File: config.mk
export PLATFORM = sky130hd
export DESIGN_NAME = uart_rx_oversampled_flat
export DESIGN_NICKNAME = d
export VERILOG_FILES = /design/src/rtl/uart_rx_oversampled_if.sv /design/src/rtl/uart_rx_oversampled.sv /design/src/flat_wrapper.sv
export SDC_FILE = /design/constraint.sdc
export NUM_CORES = 1
export LEC_CHECK = 0
export ABC_CLOCK_PERIOD_IN_PS = 3280
export CAP_MARGIN = 20
export CORE_MARGIN = 5
export CORE_UTILIZATION = 40
export DETAILED_ROUTE_END_ITERATION = 8
export PLACE_DENSITY = 0.59
export SLEW_MARGIN = 10
export SYNTH_ARGS = -nofsm -noshare
export SYNTH_HDL_FRONTEND = slang
export SYNTH_SLANG_ARGS = --single-unit
File: constraint.sdc
create_clock -name clk -period 3.28 [get_ports clk]
set_clock_uncertainty 0.1 [all_clocks]
set_input_delay 0.984 -clock clk [delete_from_list [all_inputs] [get_ports clk]]
set_output_delay 0.984 -clock clk [all_outputs]
set_load 0.03 [all_outputs]
File: src/rtl/uart_rx_oversampled_if.sv
// Receive handshake bundle: byte valid/ready plus error pulses.
// UART_RX_PARITY_EN adds the parity_err pulse.
`timescale 1ns/1ps
interface uart_rx_oversampled_if #(
  parameter int DATA_BITS = 8
);
  logic [DATA_BITS-1:0] rx_data;
  logic                 rx_valid;
  logic                 rx_ready;
  logic                 frame_err;
  logic                 overrun;
`ifdef UART_RX_PARITY_EN
  logic                 parity_err;

  modport master (
    output rx_data, rx_valid,
    output frame_err, overrun,
    output parity_err,
    input  rx_ready
  );

  modport slave (
    input  rx_data, rx_valid,
    input  frame_err, overrun,
    input  parity_err,
    output rx_ready
  );
`else
  modport master (
    output rx_data, rx_valid,
    output frame_err, overrun,
    input  rx_ready
  );

  modport slave (
    input  rx_data, rx_valid,
    input  frame_err, overrun,
    output rx_ready
  );
`endif
endinterface

File: src/rtl/uart_rx_oversampled.sv
// UART receiver on an OSR x baud tick, mid-bit sampling, valid/ready out.
// UART_RX_PARITY_EN adds an even-parity bit and parity_err pulse.
`timescale 1ns/1ps
module uart_rx_oversampled #(
  parameter int DATA_BITS = 8,
  parameter int OSR       = 16
) (
  input  logic clk,
  input  logic reset,
  input  logic rx_tick,
  input  logic rxd,
  output logic busy,
  uart_rx_oversampled_if.master rx
);

  localparam int TW = $clog2(OSR);
  localparam int BW = $clog2(DATA_BITS + 1);

  localparam logic [TW-1:0] HALF = TW'(OSR / 2 - 1);
  localparam logic [TW-1:0] LAST = TW'(OSR - 1);
  localparam logic [BW-1:0] LBIT = BW'(DATA_BITS - 1);

  typedef enum logic [2:0] {
    S_IDLE,
    S_START,
    S_DATA,
`ifdef UART_RX_PARITY_EN
    S_PARITY,
`endif
    S_STOP,
    S_BREAK
  } state_t;

  state_t               r_state;
  state_t               w_state_nx;
  logic                 r_sync1;
  logic                 r_sync2;
  logic [TW-1:0]        r_tick_cnt;
  logic [TW-1:0]        w_tick_nx;
  logic [BW-1:0]        r_bit_cnt;
  logic [BW-1:0]        w_bit_nx;
  logic [DATA_BITS-1:0] r_shift;
  logic [DATA_BITS-1:0] w_shift_nx;
  logic [DATA_BITS-1:0] r_data;
  logic                 r_valid;
  logic                 r_ferr;
  logic                 r_ovr;
  logic                 w_done;
  logic                 w_ferr;
`ifdef UART_RX_PARITY_EN
  logic                 r_par;
  logic                 w_par_nx;
  logic                 r_perr;
`endif

  // two-flop synchronizer, idle-high preset
  always_ff @(posedge clk or posedge reset) begin
    if (reset) begin
      r_sync1 <= 1'b1;
      r_sync2 <= 1'b1;
    end else begin
      r_sync1 <= rxd;
      r_sync2 <= r_sync1;
    end
  end

  // frame state and counters
  always_ff @(posedge clk or posedge reset) begin
    if (reset) begin
      r_state    <= S_IDLE;
      r_tick_cnt <= '0;
      r_bit_cnt  <= '0;
      r_shift    <= '0;
`ifdef UART_RX_PARITY_EN
      r_par      <= 1'b0;
`endif
    end else begin
      r_state    <= w_state_nx;
      r_tick_cnt <= w_tick_nx;
      r_bit_cnt  <= w_bit_nx;
      r_shift    <= w_shift_nx;
`ifdef UART_RX_PARITY_EN
      r_par      <= w_par_nx;
`endif
    end
  end

  // next-state: everything advances only on rx_tick
  always_comb begin
    w_state_nx = r_state;
    w_tick_nx  = r_tick_cnt;
    w_bit_nx   = r_bit_cnt;
    w_shift_nx = r_shift;
    w_done     = 1'b0;
    w_ferr     = 1'b0;
`ifdef UART_RX_PARITY_EN
    w_par_nx   = r_par;
`endif
    if (rx_tick) begin
      unique case (r_state)
        S_IDLE: begin
          if (!r_sync2) begin
            w_state_nx = S_START;
            w_tick_nx  = '0;
          end
        end
        S_START: begin
          if (r_tick_cnt == HALF) begin
            w_tick_nx = '0;
            if (!r_sync2) begin
              w_state_nx = S_DATA;
              w_bit_nx   = '0;
            end else begin
              w_state_nx = S_IDLE;
            end
          end else begin
            w_tick_nx = r_tick_cnt + TW'(1);
          end
        end
        S_DATA: begin
          if (r_tick_cnt == LAST) begin
            w_tick_nx  = '0;
            w_shift_nx = {r_sync2,
                          r_shift[DATA_BITS-1:1]};
            w_bit_nx   = r_bit_cnt + BW'(1);
            if (r_bit_cnt == LBIT) begin
`ifdef UART_RX_PARITY_EN
              w_state_nx = S_PARITY;
`else
              w_state_nx = S_STOP;
`endif
            end
          end else begin
            w_tick_nx = r_tick_cnt + TW'(1);
          end
        end
`ifdef UART_RX_PARITY_EN
        S_PARITY: begin
          if (r_tick_cnt == LAST) begin
            w_tick_nx  = '0;
            w_par_nx   = r_sync2;
            w_state_nx = S_STOP;
          end else begin
            w_tick_nx = r_tick_cnt + TW'(1);
          end
        end
`endif
        S_STOP: begin
          if (r_tick_cnt == LAST) begin
            w_tick_nx = '0;
            if (r_sync2) begin
              w_done     = 1'b1;
              w_state_nx = S_IDLE;
            end else begin
              w_ferr     = 1'b1;
              w_state_nx = S_BREAK;
            end
          end else begin
            w_tick_nx = r_tick_cnt + TW'(1);
          end
        end
        S_BREAK: begin
          if (r_sync2) begin
            w_state_nx = S_IDLE;
          end
        end
        default: begin
          w_state_nx = S_IDLE;
        end
      endcase
    end
  end

  // output holding register, handshake and error pulses
  always_ff @(posedge clk or posedge reset) begin
    if (reset) begin
      r_data  <= '0;
      r_valid <= 1'b0;
      r_ferr  <= 1'b0;
      r_ovr   <= 1'b0;
`ifdef UART_RX_PARITY_EN
      r_perr  <= 1'b0;
`endif
    end else begin
      r_ferr <= w_ferr;
      r_ovr  <= 1'b0;
`ifdef UART_RX_PARITY_EN
      r_perr <= w_done & (^{r_shift, r_par});
`endif
      if (w_done) begin
        if (!r_valid || rx.rx_ready) begin
          r_data  <= r_shift;
          r_valid <= 1'b1;
        end else begin
          r_ovr <= 1'b1;
        end
      end else if (r_valid && rx.rx_ready) begin
        r_valid <= 1'b0;
      end
    end
  end

  assign rx.rx_data   = r_data;
  assign rx.rx_valid  = r_valid;
  assign rx.frame_err = r_ferr;
  assign rx.overrun   = r_ovr;
`ifdef UART_RX_PARITY_EN
  assign rx.parity_err = r_perr;
`endif
  assign busy = (r_state != S_IDLE);

endmodule
File: src/flat_wrapper.sv
// flat-port wrapper written by rule: the top's interface ports become plain ports
module uart_rx_oversampled_flat 
#(
  parameter int DATA_BITS = 8,
  parameter int OSR       = 16
)
  (clk, reset, rx_tick, rxd, busy, rx_rx_data, rx_rx_valid, rx_frame_err, rx_overrun, rx_rx_ready);
  uart_rx_oversampled_if #(.DATA_BITS(DATA_BITS)) rx_i ();
  input  logic clk;
  input  logic reset;
  input  logic rx_tick;
  input  logic rxd;
  output logic busy;
  output wire logic [$bits(rx_i.rx_data)-1:0] rx_rx_data;
  output wire logic [$bits(rx_i.rx_valid)-1:0] rx_rx_valid;
  output wire logic [$bits(rx_i.frame_err)-1:0] rx_frame_err;
  output wire logic [$bits(rx_i.overrun)-1:0] rx_overrun;
  input wire logic [$bits(rx_i.rx_ready)-1:0] rx_rx_ready;
  assign rx_rx_data = rx_i.rx_data;
  assign rx_rx_valid = rx_i.rx_valid;
  assign rx_frame_err = rx_i.frame_err;
  assign rx_overrun = rx_i.overrun;
  assign rx_i.rx_ready = rx_rx_ready;
  uart_rx_oversampled #(.DATA_BITS(DATA_BITS), .OSR(OSR)) u_core (.clk(clk), .reset(reset), .rx_tick(rx_tick), .rxd(rxd), .busy(busy), .rx(rx_i));
endmodule
# Word level (Yosys, flattened, before mapping)
# Index checks and enable logic that the tools add are counted.
# W data, S select, Z words.
# classes
n_bitwise,0
reduce_logical,15
magnitude_cmp,0
n_mul,0
add_sub_neg,2
n_mux,29
div_mod_pow,0
n_shift,0
eq_ne,15
# ops
cell,count
$mux W3,7
$mux W4,5
$pmux W3 S5,1
$mux W1,13
$pmux W4 S3,1
$ne A2 B1 Y1 const B,5
$add A4 B1 Y4 const B,2
$eq A4 B3 Y1 const B,2
$pmux W4 S2,1
$reduce_and A7 Y1,1
$eq A3 B2 Y1 const B,2
$ne A2 B2 Y1 const B,3
$reduce_and A3 Y1,2
$reduce_bool A3 Y1,2
$reduce_and A5 Y1,1
$eq A4 B4 Y1 const B,1
$reduce_and A2 Y1,2
$reduce_bool A2 Y1,2
$eq A3 B1 Y1 const B,1
$eq A3 B3 Y1 const B,1
$logic_not A3 Y1,1
$mux W2,1
$reduce_or A2 Y1,1
$logic_and A1 B1 Y1,1
other kinds (2),2
# totals
in_bits,5
ramBits,0
reg_bits,32
n_memories,0
wordCells,71
latchBits,0
output_inout_bits,12
rom_bits,0

# Logic depth before layout (Yosys ltp)
# Gate-level depths: netlist of the first run.
# logic_depth
ltp_word,6
ltp_mapped,6
depth_no_buf,4

# Worst setup path after synthesis of the first run
# Ideal clock, no wire load.
# synth_path
path_type,in2reg
start,input rx_tick
end,register u_core.r_data[0] (netlist: u_core.rx.rx_data[0])
setup_time_ns,0.125
n_path_buf,2
slack_ns,1.038
t_required_ns,3.055
cell_stages,5
arrival_time_ns,2.017
path_cell_list,buf_4 > and4b_1 > and4b_1 > buf_6 > mux2_4
# synth_between
elab_chain_len,2
# synth_lines
element,line,text
start: declaration,flat_wrapper.sv:11,input logic rx_tick;
$mux W1,uart_rx_oversampled.sv:99,if (rx_tick) begin
$reduce_and A2 Y1 (no source line),-,
end signal: assignment,uart_rx_oversampled.sv:192,r_data <= r_shift;
end: declaration,uart_rx_oversampled.sv:44,logic [DATA_BITS-1:0] r_data;
# No other way between the ends.
# A chain may end at the register's enable or synchronous reset.

# Worst setup path in the final report of the first run
# layout_path
start,register u_core.r_state[2]
end,output busy
# layout_between
elab_chain_len,1
# layout_lines
element,line,text
start: declaration,uart_rx_oversampled.sv:34,state_t r_state;
start signal: assignment,uart_rx_oversampled.sv:78,r_state <= w_state_nx;
$reduce_bool A3 Y1,uart_rx_oversampled.sv:210,assign busy = (r_state != S_IDLE);
end: declaration,flat_wrapper.sv:13,output logic busy;
# No other way between the ends.

==> metrics.yaml, run 1 <==
run_status:
  status: "finished clean"
timing:
  final-hold-violation-count: 0
  setup-violations-final: 0
  rsz_0062_raised_after_global_routing: "no"
  final.period_utilization_pct: 85.6
  maxSlewViolCount: 0
  hold_slack_ns: 0.256
  totalNegativeSetupSlack_ns: 0
  fmaxAchievable_ghz: 0.356
  worst-slew-pin-transition_ns: 0.511
  final_period_minus_worst_setup_slack_ns: 2.81
  slew-limit-headroom_pct: 65.9
synthesis:
  mappedNetlistNets: 133
  post_synth.cell_area_avg_um2: 12.5
  synth_enable_flop_cells: 0
  ys_warn_count: 0
  yosys_most_used_dff: "sky130_fd_sc_hd__dfrtp_1"
  synth_largest_area_cell: "sky130_fd_sc_hd__dfrtp_1"
  yosys_register_bits: 32
  seq_area_frac_synth_pct: 51.0
  netlist_area_mm2: 0.00158
  synth-async-reset-ratio_pct: 100
  netlist_top_cells_area: "sky130_fd_sc_hd__dfrtp_1 (48%), sky130_fd_sc_hd__mux2_4 (7.6%), sky130_fd_sc_hd__mux2_2 (4.3%)"
  synth_cells: 126
  yosys.area.top_type_share_pct: 47.6
  post_synth_cell_types: 44
floorplanning:
  initial_utilization_pct: 42.1
  die-height_um: 72.8
  floorplan.rows: 22
  pin_count: 17
  dieWidth_um: 72.8
  die_area_mm2: 0.00530
  coreArea_mm2: 0.00374
placement:
  dpl.hpwl_mm: 2.07
  finalWeightedCongestion: 0.790
  port-buffer-count: 16
  dpl_cell_area_mm2: 0.00174
clock_tree:
  htreeDepth: 2
  cts_hold_repair.buffers: 0
  ctsResizeCount: 0
  clock_path_buffers: 2
  numCtsBuffers: 5
  post-cts-setup-buffer-count: 0
  clkSlewWorstSetupHoldPaths_ns: 0.07
  clk_latency_worst_skew_pair_ns: 0.28
  numClockSinks: 32
  tritoncts: "yes"
  clock_tree.root_cell: "sky130_fd_sc_hd__clkbuf_8"
layout:
  multi_input_gate_area_in_the_final_layout_um2: 687
  ff_latch_area_um2: 803
  num_antenna_cells: 0
  finalInstanceArea_mm2: 0.00185
  fin_util_pct: 49.5
  layout-drive-gt1-share_pct: 22.8
  design.final.nets: 151
  num-fill-cells: 355
  layout-area-overhead-vs-synth_pct: 17.5
global_routing:
  grt_pass1_wl_mm: 5.12
  grt_pass1_vias: 1041
  globalRouteTotalUtil_pct: 12.7
  antenna_found_initial: 0
  largest_net_degree_at_the_start_of_global_routing: 33
  grt-ovfl-total: 0
detailed_routing:
  detailedRoute.firstIterationViolations: 36
  drcViolationCount: 0
  detail_route.vias_per_cell: 5.61
  postRouteWirelength_mm: 2.98
  drt_first_pass_iters: 4
  route.detailed.wl_per_inst_um: 15.5
  vias: 1082
  detail-route-antenna-nets: 0
setup_path:
  worst_r2r_endpoint: "u_core.rx.rx_data[4]$_DFFE_PP0P_"
  worst_ep_required_time_ns: 2.20
  critical_path_peak_fanout: 10
  start_kind: "register"
  critPathKind: "register to primary output"
  critPathArrivalTime_ns: 1.72
  register_to_register_setup_slack_ns: 1.13
  timing.critical_path.to_type: "primary output"
  reg2reg_depth: 4
  r2r-start: "u_core.r_tick_cnt[0]$_DFFE_PP0P_"
min_path:
  hold_path_startpoint: "u_core.r_sync1$_DFF_PP1_"
  whs_path_depth: 0
  min_delay_worst_endpoint: "u_core.r_sync2$_DFF_PP1_"
  holdCritPathClass: "register to register"
pwr:
  p_comb_share_pct: 20.0
  power.share.sequential_pct: 46.7
  max-vdd-ir-drop_v: 0.000346
  netSwitchingFraction_pct: 30.8
  p_per_area_mw_per_mm2: 602
  power.clock.fraction_pct: 33.2
  internal_power_uw: 772
  p_switching_uw: 343
  power.static_leakage_uw: 0.000803
flow_run:
  max_cap_viol_count: 0
## cell families (layout without fill, tap and decap cells)
logic type                 Yosys count  after routing  share of synthesized area (%)
and+or+nand+nor                     38             38                           15.6
muxes                               18             18                           14.6
buffers and inverters               12             31                           5.48
AOI/OAI and AO/OA                   23             23                           11.3
adders and majority gates            2              2                           1.59
DFF                                 32             32                           51.0
xor gates and xnor gates             1              1                          0.556
## metal layers
layer | up-vias | track usage (%) | wire length [µm]
li1 | 498 | - | -
met1 | 559 | 16.8 | 1360
met2 | 21 | 19.2 | 1470
met3 | 4 | 4.27 | 115
met4 | 0 | 4.92 | 41
met5 | - | 0 | 0
## synthesized netlist by cell type, types with 3 or more instances
cell type                  count
sky130_fd_sc_hd__buf_4         3
sky130_fd_sc_hd__buf_6         4
sky130_fd_sc_hd__dfrtp_1      30
sky130_fd_sc_hd__inv_1         5
sky130_fd_sc_hd__mux2_2        6
sky130_fd_sc_hd__mux2_4        8
sky130_fd_sc_hd__nand2_1       8
sky130_fd_sc_hd__nand2b_1      4
sky130_fd_sc_hd__nand3_1       4
sky130_fd_sc_hd__o211ai_1      3
sky130_fd_sc_hd__o21ai_0       6
## placed cells by master (no fill, tap or decap), drive strengths merged, types with 2 or more instances in the layout
cell type | netlist | routed
nor2b | 2 | 2
and3 | 2 | 2
clkbuf | 0 | 6
a21oi | 2 | 2
o31ai | 2 | 2
ha | 2 | 2
a22oi | 2 | 2
inv | 5 | 5
nand2b | 5 | 5
nand3 | 4 | 4
o211ai | 3 | 3
mux2 | 16 | 16
or4 | 2 | 2
nand2 | 8 | 8
nor2 | 2 | 2
o21ai | 6 | 6
nor3b | 2 | 2
dfrtp | 30 | 30
buf | 7 | 2
clkdlybuf4s50 | 0 | 16
or2 | 2 | 2
dfstp | 2 | 2
and4b | 2 | 2
mux2i | 2 | 2
## worst max-delay path by stage
stage,slack [ns],start,end
5_1_grt,0.38,u_core.r_state[2]$_DFFE_PP0P_,busy
3_5_place_dp,0.41,rx_tick,u_core.rx.rx_data[4]$_DFFE_PP0P_
3_3_place_gp,0.45,rx_tick,u_core.rx.rx_data[6]$_DFFE_PP0P_
2_1_floorplan,1.04,rx_tick,u_core.rx.rx_data[0]$_DFFE_PP0P_
4_1_cts,0.45,u_core.r_state[2]$_DFFE_PP0P_,busy
6_report,0.47,u_core.r_state[2]$_DFFE_PP0P_,busy
## critical path: stages (launching register included)
cell and delay (ns):
sky130_fd_sc_hd__dfrtp_1 0.53, sky130_fd_sc_hd__inv_1 0.15, sky130_fd_sc_hd__nand2_1 0.09, sky130_fd_sc_hd__clkdlybuf4s50_1 0.68
## flip-flops by register name (all words and copies together) (netlist names), 3 cells and up
register	flops
u_core.rx.rx_data	8
u_core.r_tick_cnt	4
u_core.r_bit_cnt	4
u_core.r_state	3
u_core.r_shift	8
## area by class of cell
type	count	share of cell area, %
Inverter	5	1.01
Multi-Input combinational cell	82	37.1
Clock inverter	2	1.89
Clock buffer	6	3.92
Timing Repair Buffer	18	9.46
Sequential cell	32	43.4
Tap cell	48	3.24
## power by group through the flow
stage	sequential, µW	combinational, µW	clock (µW)
3_5_place_dp	527	224	0
3_3_place_gp	526	215	0
6_report	521	223	371
2_1_floorplan	490	208	0
4_1_cts	520	226	386
5_1_grt	534	251	409
## through the flow
| step | std cells | total power (µW) | setup WS [ns] |
|---|---|---|---|
| floorplan | 126 | 698 | 1.04 |
| global placement | 185 | 740 | 0.448 |
| detailed placement | 185 | 751 | 0.408 |
| CTS | 193 | 1130 | 0.448 |
| global route | 193 | 1190 | 0.382 |
| finish | 193 | 1110 | 0.474 |
(Power assumes the default switching activity.)
==> run 2, diff against run 1 <==
--- a/config.mk
+++ b/config.mk
@@ -10,7 +10,8 @@
 export CORE_MARGIN = 5
 export CORE_UTILIZATION = 40
 export DETAILED_ROUTE_END_ITERATION = 8
-export PLACE_DENSITY = 0.59
+export PLACE_DENSITY_LB_ADDON = 0.15
+export REMOVE_ABC_BUFFERS = 1
 export SLEW_MARGIN = 10
 export SYNTH_ARGS = -nofsm -noshare
 export SYNTH_HDL_FRONTEND = slang
==> run 2 against run 1 <==
  * Non-clock buffer count did not move
  * First-iteration DRC count grew 22%
  * Highest routed layer unchanged
  * Largest cell class unchanged
  * Via count down 5.5%
  * Final area unchanged
  * Critical path type unchanged
  * Register-to-register slack barely moved
  * Largest power group unchanged
  * Critical path depth unchanged
==> metrics.yaml, run 2 (synthesized netlist as in run 1, its figures left out) <==
run_status:
  status: "finished clean"
floorplanning:
  floorplan.rows: 22  # unchanged
  dieWidth_um: 72.8  # unchanged
  pin_count: 17  # unchanged
  die-height_um: 72.8  # unchanged
  die_area_mm2: 0.00530  # unchanged
  initial_utilization_pct: 42.1  # unchanged
  coreArea_mm2: 0.00374  # unchanged
setup_path:
  reg2reg_depth: 4  # unchanged
  timing.critical_path.to_type: "primary output"
  r2r-start: "u_core.r_tick_cnt[0]$_DFFE_PP0P_"
  critical_path_depth: 3  # unchanged
  critPathArrivalTime_ns: 1.71  # about the same
  critical_path.slowest_cell: "sky130_fd_sc_hd__clkdlybuf4s50_1"
  worstPathBufferInverterCount: 2  # unchanged
  cp_slowest_stage_delay_ns: 0.66  # -0.02 ns
  worst_ep_required_time_ns: 2.20  # about the same
  start_kind: "register"
  worst_path_dominant_cell_family: "buffers and inverters"
  critical_path.endpoint: "busy"
  register_to_register_setup_slack_ns: 1.13  # about the same
  critical_path_peak_fanout: 10  # unchanged
  critPathKind: "register to primary output"
  cp-startpoint: "u_core.r_state[2]$_DFFE_PP0P_"
  worst_r2r_endpoint: "u_core.rx.rx_data[3]$_DFFE_PP0P_"
  path_cells: "inv_1, nand2_1, clkdlybuf4s50_1"
clock_tree:
  ctsResizeCount: 0  # unchanged
  tritoncts: "yes"
  post-cts-setup-buffer-count: 0  # unchanged
  clock_tree.root_cell: "sky130_fd_sc_hd__clkbuf_8"
  cts_hold_repair.buffers: 0  # unchanged
  clock_path_buffers: 2  # unchanged
  clkSlewWorstSetupHoldPaths_ns: 0.07  # about the same
  clk_latency_worst_skew_pair_ns: 0.28  # about the same
  numCtsBuffers: 5  # unchanged
  htreeDepth: 2  # unchanged
  numClockSinks: 32  # unchanged
detailed_routing:
  route.detailed.wl_per_inst_um: 14.5  # -6.3%
  detail_route.vias_per_cell: 5.30  # -5.5%
  vias: 1023  # -5.5%
  postRouteWirelength_mm: 2.79  # -6.3%
  drt_first_pass_iters: 4  # unchanged
  detail-route-antenna-nets: 0  # unchanged
  drcViolationCount: 0  # unchanged
  detailedRoute.firstIterationViolations: 44  # +22%
timing:
  rsz_0062_raised_after_global_routing: "no"
  hold_slack_ns: 0.255  # -0.000296 ns
  maxSlewViolCount: 0  # unchanged
  final.period_utilization_pct: 85.1  # -0.48 points
  final_period_minus_worst_setup_slack_ns: 2.79  # -0.0158 ns
  setup-violations-final: 0  # unchanged
  totalNegativeSetupSlack_ns: 0  # unchanged
  final-hold-violation-count: 0  # unchanged
  fin_ws_ns: 0.489  # +0.0158 ns
  worst-slew-pin-transition_ns: 0.541  # +0.0298 ns
  fmaxAchievable_ghz: 0.358  # +0.56%
  slew-limit-headroom_pct: 63.9  # -2.0 points
global_routing:
  grt-ovfl-total: 0  # unchanged
  grt_pass1_wl_mm: 4.91  # -4.2%
  largest_net_degree_at_the_start_of_global_routing: 33  # unchanged
  grt_pass1_vias: 1055  # +1.3%
  antenna_found_initial: 0  # unchanged
  globalRouteTotalUtil_pct: 11.9  # -0.87 points
placement:
  port-buffer-count: 16  # unchanged
  dp_worst_setup_slack_ns: 0.409  # +0.00112 ns
  place_inst: 185  # unchanged
  dpl.hpwl_mm: 1.96  # -5.2%
  finalWeightedCongestion: 0.802  # +1.6%
layout:
  layout-area-overhead-vs-synth_pct: 17.5  # unchanged
  num_antenna_cells: 0  # unchanged
  layout-drive-gt1-share_pct: 22.8  # unchanged
  layout_common_cells: "sky130_fd_sc_hd__dfrtp_1 (30), sky130_fd_sc_hd__clkdlybuf4s50_1 (16), sky130_fd_sc_hd__nand2_1 (8), sky130_fd_sc_hd__mux2_4 (8)"
  design.final.nets: 151  # unchanged
  layout_commonest_cell: "sky130_fd_sc_hd__dfrtp_1"
  finish.cell_count_without_fillers: 193  # unchanged
min_path:
  holdCritPathClass: "register to register"
pwr:
  power.static_leakage_uw: 0.000803  # unchanged
  p_per_area_mw_per_mm2: 599  # -0.55%
  max-vdd-ir-drop_v: 0.000287  # -17%
flow_run:
  max_cap_viol_count: 0  # unchanged
run 2: cell counts in the layout (fill, tap and decap cells not counted):
Identical to the previous run, type by type.
run 2: through the flow:
step / cell area [µm²] / util (%) / total power (µW)
floorplan: 1510 / - / 680
global placement: 1740 / 46.6 / 742
detailed placement: 1740 / 46.6 / 752
CTS: 1850 / 49.5 / 1120
global route: 1850 / 49.5 / 1180
finish: 1850 / 49.5 / 1110
run 2: worst reg2reg max path, stage by stage, from the launching register on:
cell,delay (ns)
sky130_fd_sc_hd__dfrtp_1,0.38
sky130_fd_sc_hd__ha_1,0.26
sky130_fd_sc_hd__and3_1,0.37
sky130_fd_sc_hd__and4b_1,0.58
sky130_fd_sc_hd__mux2_4,0.35
run 2: how the worst min path moves through the flow:
stage,to,slack [ns],cells after the start,start
3_3_place_gp,u_core.r_sync2$_DFF_PP1_,0.25,0,u_core.r_sync1$_DFF_PP1_
2_1_floorplan,u_core.r_sync2$_DFF_PP1_,0.25,0,u_core.r_sync1$_DFF_PP1_
6_report,u_core.r_sync2$_DFF_PP1_,0.26,0,u_core.r_sync1$_DFF_PP1_
4_1_cts,u_core.r_sync2$_DFF_PP1_,0.26,0,u_core.r_sync1$_DFF_PP1_
3_5_place_dp,u_core.r_sync2$_DFF_PP1_,0.25,0,u_core.r_sync1$_DFF_PP1_
5_1_grt,u_core.r_sync2$_DFF_PP1_,0.26,0,u_core.r_sync1$_DFF_PP1_
run 2: final cells by class:
cell class                      instances  area (µm²)
Fill cell                             343        1890
Sequential cell                        32         803
Multi-Input combinational cell         82         687
Timing Repair Buffer                   18         175
Clock buffer                            6        72.6
Tap cell                               48        60.1
Clock inverter                          2        35.0
Inverter                                5        18.8
run 2: layer usage:
metal | track usage [%] | share of wire, % | wire, µm | up-vias
met5 | 0 | 0 | 0 | -
met4 | 4.92 | 0.68 | 19 | 0
met3 | 3.31 | 3.8 | 107 | 4
met2 | 19.0 | 50 | 1390 | 20
met1 | 15.0 | 46 | 1280 | 505
li1 | - | - | - | 494
run 2: report_power, final:
part / internal, µW / switching (µW)
Combinational: 103 / 119
Sequential: 444 / 76.8
Clock: 225 / 140
Total: 772 / 336
